==> src/rtl/fp_result_buf_pkg.sv <==
// Shared IEEE-754 result-class flags and exception-bit definitions.
// Any block that carries adder results imports this package.
package fp_result_buf_pkg;

    // Result class one-hot vector width and bit positions
    localparam int NTYPES    = 6;
    localparam int SNAN      = 0;
    localparam int QNAN      = 1;
    localparam int INFINITY  = 2;
    localparam int ZERO      = 3;
    localparam int NORMAL    = 4;
    localparam int SUBNORMAL = 5;

    // IEEE-754 exception vector width and bit positions
    localparam int NEXCEPTIONS = 5;
    localparam int INVALID     = 0;
    localparam int DIVZERO     = 1;
    localparam int OVERFLOW    = 2;
    localparam int UNDERFLOW   = 3;
    localparam int INEXACT     = 4;

    // Width of one stored FIFO entry: word, class flags, exceptions
    function automatic int entry_width(input int nexp, input int nsig);
        return nexp + nsig + 1 + NTYPES + NEXCEPTIONS;
    endfunction

endpackage

==> src/rtl/fp_fifo_mem.sv <==
// Result FIFO storage: register array, one write port, asynchronous read.
// No reset: contents are only meaningful behind the read pointer and level.
module fp_fifo_mem #(
    parameter int W     = 27,
    parameter int DEPTH = 4,
    parameter int AW    = $clog2(DEPTH)
) (
    input  logic          clk,
    input  logic          we,
    input  logic [AW-1:0] waddr,
    input  logic [W-1:0]  wdata,
    input  logic [AW-1:0] raddr,
    output logic [W-1:0]  rdata
);

    logic [W-1:0] mem_q [DEPTH];

    // Write the addressed entry on an accepted push
    always_ff @(posedge clk) begin
        if (we) begin
            mem_q[waddr] <= wdata;
        end
    end

    // Head entry is read combinationally from the registered read pointer
    assign rdata = mem_q[raddr];

endmodule

==> src/rtl/fp_result_buf.sv <==
// Adder result buffer: FIFO of {word, class flags, exceptions} with sticky
// IEEE-754 status flags and a registered trap request.
module fp_result_buf
    import fp_result_buf_pkg::*;
#(
    parameter int NEXP  = 5,
    parameter int NSIG  = 10,
    parameter int DEPTH = 4
) (
    input  logic                       clk,
    input  logic                       rst,
    input  logic                       in_valid,
    output logic                       in_ready,
    input  logic [NEXP+NSIG:0]         in_s,
    input  logic [NTYPES-1:0]          in_flags,
    input  logic [NEXCEPTIONS-1:0]     in_exc,
    output logic                       out_valid,
    input  logic                       out_ready,
    output logic [NEXP+NSIG:0]         out_s,
    output logic [NTYPES-1:0]          out_flags,
    output logic [NEXCEPTIONS-1:0]     out_exc,
    output logic [NEXCEPTIONS-1:0]     status,
    input  logic                       status_clr,
    input  logic [NEXCEPTIONS-1:0]     trap_en,
    output logic                       trap,
    output logic [$clog2(DEPTH+1)-1:0] level
);

    localparam int SW = NEXP + NSIG + 1;
    localparam int EW = entry_width(NEXP, NSIG);
    localparam int AW = $clog2(DEPTH);
    localparam int LW = $clog2(DEPTH + 1);

    logic [AW-1:0]          wr_ptr_q, wr_ptr_d;
    logic [AW-1:0]          rd_ptr_q, rd_ptr_d;
    logic [LW-1:0]          level_q, level_d;
    logic [NEXCEPTIONS-1:0] status_q, status_d;
    logic                   trap_q, trap_d;
    logic                   push, pop;
    logic [EW-1:0]          wr_entry, rd_entry;

    // Handshakes depend only on registered occupancy; reset masks both sides
    assign in_ready  = ~rst & (level_q < LW'(DEPTH));
    assign out_valid = ~rst & (level_q != '0);
    assign push      = in_valid & in_ready;
    assign pop       = out_valid & out_ready;

    // Next-state: pointers wrap naturally at DEPTH (power of two),
    // the sticky clear is applied before OR-ing in the accepted push
    always_comb begin
        wr_ptr_d = wr_ptr_q;
        rd_ptr_d = rd_ptr_q;
        level_d  = level_q;
        if (push) begin
            wr_ptr_d = wr_ptr_q + AW'(1);
        end
        if (pop) begin
            rd_ptr_d = rd_ptr_q + AW'(1);
        end
        case ({push, pop})
            2'b10:   level_d = level_q + LW'(1);
            2'b01:   level_d = level_q - LW'(1);
            default: level_d = level_q;
        endcase
        status_d = (status_clr ? '0 : status_q) | (push ? in_exc : '0);
        trap_d   = |(status_d & trap_en);
    end

    // State registers with synchronous reset; storage is left untouched
    always_ff @(posedge clk) begin
        if (rst) begin
            wr_ptr_q <= '0;
            rd_ptr_q <= '0;
            level_q  <= '0;
            status_q <= '0;
            trap_q   <= 1'b0;
        end else begin
            wr_ptr_q <= wr_ptr_d;
            rd_ptr_q <= rd_ptr_d;
            level_q  <= level_d;
            status_q <= status_d;
            trap_q   <= trap_d;
        end
    end

    assign wr_entry = {in_s, in_flags, in_exc};

    fp_fifo_mem #(
        .W     (EW),
        .DEPTH (DEPTH),
        .AW    (AW)
    ) u_mem (
        .clk   (clk),
        .we    (push),
        .waddr (wr_ptr_q),
        .wdata (wr_entry),
        .raddr (rd_ptr_q),
        .rdata (rd_entry)
    );

    assign out_s     = rd_entry[EW-1 -: SW];
    assign out_flags = rd_entry[NTYPES+NEXCEPTIONS-1 -: NTYPES];
    assign out_exc   = rd_entry[NEXCEPTIONS-1:0];
    assign status    = status_q;
    assign trap      = trap_q;
    assign level     = level_q;

endmodule

==> config.mk <==
export PLATFORM = sky130hd
export DESIGN_NAME = fp_result_buf
export DESIGN_NICKNAME = d
export VERILOG_FILES = /design/src/rtl/fp_result_buf_pkg.sv /design/src/rtl/fp_fifo_mem.sv /design/src/rtl/fp_result_buf.sv
export SDC_FILE = /design/constraint.sdc
export NUM_CORES = 1
export LEC_CHECK = 0
export ABC_AREA = 1
export ABC_CLOCK_PERIOD_IN_PS = 2600
export BUFFER_PORTS_ARGS = -buffer_cell sky130_fd_sc_hd__buf_2
export CAP_MARGIN = 15
export CORE_ASPECT_RATIO = 0.7
export CORE_MARGIN = 2
export CORE_UTILIZATION = 40
export DETAILED_ROUTE_END_ITERATION = 10
export PLACE_DENSITY = 0.59
export SLEW_MARGIN = 10
export SYNTH_ARGS = -nofsm -noshare
export SYNTH_HDL_FRONTEND = slang
export SYNTH_SLANG_ARGS = --single-unit
==> constraint.sdc <==
create_clock -name clk -period 2.6 [get_ports clk]
set_input_delay 0.13 -clock clk [delete_from_list [all_inputs] [get_ports clk]]
set_output_delay 0.13 -clock clk [all_outputs]
set_load 0.02 [all_outputs]
==> impl_summary.txt <==
----------------------------------------------------
[Status]
  Outcome ... finished, final reports clean

[Yosys]
  Syn. warnings ... 0
  Register area share after synthesis ... 75.4%
  Fraction of synthesized area in multiplexers ... 0%
  Adder-cell area share of the yosys netlist ... 1.76%
  Avg Inst Size Synth ... 13.2 µm²
  Post-Syn Nets ... 400
  Top cells by count, synth ... 108 x sky130_fd_sc_hd__edfxtp_1, 65 x sky130_fd_sc_hd__nor2_1, 40 x sky130_fd_sc_hd__o21ai_0, 27 x sky130_fd_sc_hd__o22ai_1, 20 x sky130_fd_sc_hd__o21ai_1
  Number of synthesized flops with an enable pin ... 108
  Number of instances in the synthesized netlist ... 357
  Netlist cell types ... 26
  Combinational family with the most area after synthesis ... compound AO/OA/AOI/OAI gates
  Cell type with the highest aggregate area in the netlist ... sky130_fd_sc_hd__edfxtp_1
  Synth top area cells ... sky130_fd_sc_hd__edfxtp_1 69%, sky130_fd_sc_hd__dfxtp_1 6.4%, sky130_fd_sc_hd__nor2_1 5.2%
  Compound-cell area share of the yosys netlist ... 11.5%
  Most common cell in the synthesized netlist ... sky130_fd_sc_hd__edfxtp_1
  Xor/xnor share of the synthesized area ... 0.186%
  Flop and latch count out of synthesis ... 123
  Simple-gate area share of the yosys netlist ... 7.74%
  Ys async rst share ... 0%
  Post-synthesis cell area ... 4700 µm²
  Synth top area share ... 69.0%
  Leading register cell type out of synthesis ... sky130_fd_sc_hd__edfxtp_1

[Route]
  Post-route DRC ... 0
  Met2 wire length ... 4.57 mm
  Count of nets left with antenna violations after detail routing ... 0
  Mean routed wirelength per cell ... 15.7 µm
  Routed wl met3 ... 554 µm
  Routed wire length ... 9.99 mm
  Met1 Routed Length ... 4.80 mm
  Number of detailed-route iterations in the first pass ... 4
  Vias after detailed routing ... 3121
  DR iter-0 viols ... 191
  Via/cell ratio ... 4.91
  Uppermost metal layer occupied by signal nets ... met4

[Worst setup path]
  Cell family with most CP delay ... adder cells
  Worst path arrival time ... 2.35 ns
  Biggest fanout along the worst timing path ... 4
  Biggest cell delay along the critical path ... 0.43 ns
  Required time of the worst setup path ... 2.89 ns
  Worst Path Class, Setup ... flop to flop
  Type of element capturing the critical path ... flop
  Critical-path cell list ... inv_1, a31oi_1, nand2_1, inv_1, ha_1, inv_1, fa_1, a21oi_1, o21ai_0, xor2_1, nor2_1
  Buf+Inv Stages, Crit Path ... 3
  Critical-path top delay cell ... sky130_fd_sc_hd__dfxtp_1
  Most prevalent standard cell on the critical path ... sky130_fd_sc_hd__inv_1
  CP Launch Type ... flop

[Timing]
  Setup Skew ... 0.00795 ns
  Final setup violation count ... 0
  Number of hold-slack violations in the final timing report ... 0
  Max-slew headroom ... 65.0%
  Fin Hold WS ... 0.0371 ns
  Max frequency ... 487 MHz
  Unrepaired setup endpoints after global routing ... no
  Worst path setup slack after routing ... 0.546 ns
  Aggregate negative setup slack ... 0 ns
  Total count of max-transition violations in the final report ... 0
  Final period util ... 79.0%
  Final critical-path required period ... 2.05 ns
  Transition time at the pin with the least slew margin ... 0.524 ns

[Min path]
  Type of the worst min-delay path ... input port to flop

[Clock network]
  Setup Fix Bufs, Post-CTS ... 0
  Count of hold buffers inserted by post-cts repair ... 27
  TritonCTS Buffers ... 17
  H-tree levels ... 4
  Buffer levels on the longest clock path ... 2
  Clock transition at the registers of the reported paths ... 0.05 ns
  TritonCTS sink count ... 123
  Worst-skew pair later-pin latency ... 0.40 ns
  Post-CTS sizing ... 0
  CTS tree ... yes
  Root Buffer ... sky130_fd_sc_hd__clkbuf_16

[GRT]
  Via count of the first global-routing pass ... 3087
  Initial antenna violation count ... 0
  Overall overflow remaining after global route ... 0
  Wire length of the first global-routing pass ... 15.9 mm
  Overall fraction of global-route tracks in use ... 16.9%
  Largest net degree at the start of global routing ... 55

[Floorplanning]
  Die H ... 94.7 µm
  Site Rows ... 33
  I/O pins ... 75
  Initial cell density of the core ... 40.5%
  Die area ... 12700 µm²
  Width of the die ... 134 µm
  Placeable core region ... 11600 µm²

[Placement]
  HPWL after detailed placement ... 6.03 mm
  Minimum setup slack after placement ... 0.572 ns
  Routability cong. ... 0.799
  Count of input and output buffers ... 74

[Finish]
  Synthesis-to-layout area growth ... 30.3%
  Layout Utilization ... 52.8%
  Fraction of layout cells with a size suffix above 1 ... 24.4%
  Fill cell count ... 1013
  Number of inserted diodes ... 0
  Final net count ... 510

[Pwr]
  Leakage power of the design ... 2.27 nW
  Maximum ir drop on the vdd rail ... 0.000523 V
  Cell Pwr Density ... 796 nW/µm²

[Run]
  Maximum Capacitance Violations ... 0

----------------------------------------------------
-- per-stage QoR --
| step | instances | total power [mW] | instance area [µm²] |
|---|---|---|---|
| after floorplan | 357 | 2.49 | 4700 |
| after global placement | 578 | 2.64 | 5290 |
| after detailed placement | 578 | 2.65 | 5290 |
| after CTS | 636 | 4.93 | 6130 |
| after global routing | 636 | 5.06 | 6130 |
| final | 636 | 4.88 | 6130 |
-- final timing paths --
path,startpoint,cells past startpoint,endpoint,slack [ns]
worst max-delay path,level[2]$_SDFFE_PP0P_,11,level[2]$_SDFFE_PP0P_,0.55
worst min-delay path,status_clr,4,status[3]$_SDFF_PP0_,0.04
worst max register to register,level[2]$_SDFFE_PP0P_,11,level[2]$_SDFFE_PP0P_,0.55
worst min register to register,rd_ptr_q[0]$_SDFFE_PP0P_,2,rd_ptr_q[0]$_SDFFE_PP0P_,0.49
-- power breakdown --
group	total (mW)	leakage, nW	internal, mW	switching, mW
Clock	2.24	0.272	1.47	0.763
Sequential	2.22	1.10	2.21	0.0162
Combinational	0.414	0.897	0.147	0.267
Total	4.88	2.27	3.83	1.05
-- cell type report --
cell class	instances	area [µm²]	area share, %
clock buffers	19	433	7.07
clock inverters	12	130	2.12
inverters	21	80.1	1.31
multi-input cells	196	1020	16.7
flip-flops and latches	123	3540	57.9
well taps	157	196	3.21
repair buffers	108	718	11.7
-- routing by layer --
metal,track usage [%],vias to the layer above
met5,0,-
met4,5.50,0
met3,6.39,8
met2,26.3,81
met1,22.0,1509
li1,-,1523
-- registers in the layout (all words and copies together) (netlist names), named ones only --
register	cells
level	3
rd_ptr_q	2
status	5
trap	1
u_mem.mem_q	108
wr_ptr_q	2
-- cell usage in the layout (no fill, tap or decap) --
cell type,count
sky130_fd_sc_hd__clkinv_1,6
sky130_fd_sc_hd__inv_2,2
sky130_fd_sc_hd__o21ai_2,1
sky130_fd_sc_hd__nand3_1,6
sky130_fd_sc_hd__bufinv_16,3
sky130_fd_sc_hd__o21ai_0,40
sky130_fd_sc_hd__a21oi_1,11
sky130_fd_sc_hd__inv_1,18
sky130_fd_sc_hd__nand2_4,1
sky130_fd_sc_hd__dlygate4sd3_1,27
sky130_fd_sc_hd__xor2_1,1
sky130_fd_sc_hd__nand2_2,2
sky130_fd_sc_hd__clkbuf_1,2
sky130_fd_sc_hd__edfxtp_1,108
sky130_fd_sc_hd__buf_4,5
sky130_fd_sc_hd__nand2_1,13
sky130_fd_sc_hd__nand4_1,1
sky130_fd_sc_hd__clkbuf_16,17
sky130_fd_sc_hd__clkinv_2,3
sky130_fd_sc_hd__dfxtp_1,14
sky130_fd_sc_hd__nor2_1,61
sky130_fd_sc_hd__ha_1,5
sky130_fd_sc_hd__clkinvlp_4,1
sky130_fd_sc_hd__fa_1,1
sky130_fd_sc_hd__dfxtp_2,1
sky130_fd_sc_hd__o22ai_1,27
sky130_fd_sc_hd__a31oi_1,1
sky130_fd_sc_hd__o21ai_1,20
sky130_fd_sc_hd__nor2_4,5
sky130_fd_sc_hd__buf_12,2
sky130_fd_sc_hd__buf_2,74
-- worst reg2reg max path, delay by kind of cell, from the launching register on --
family                     cells  cell delay [ns]
DFF                            1             0.43
and+or+nand+nor                2             0.18
xor gates and xnor gates       1             0.14
AOI/OAI and AO/OA              3             0.46
buffers and inverters          3             0.23
adders and majority gates      2             0.52
-- cells by family after synthesis --
logic type	after synthesis
compound gates	100
buf+inv	38
simple gates	89
fa+ha+maj	6
flops	123
xor+xnor	1
No activity file was read; power rests on OpenSTA's default activity.
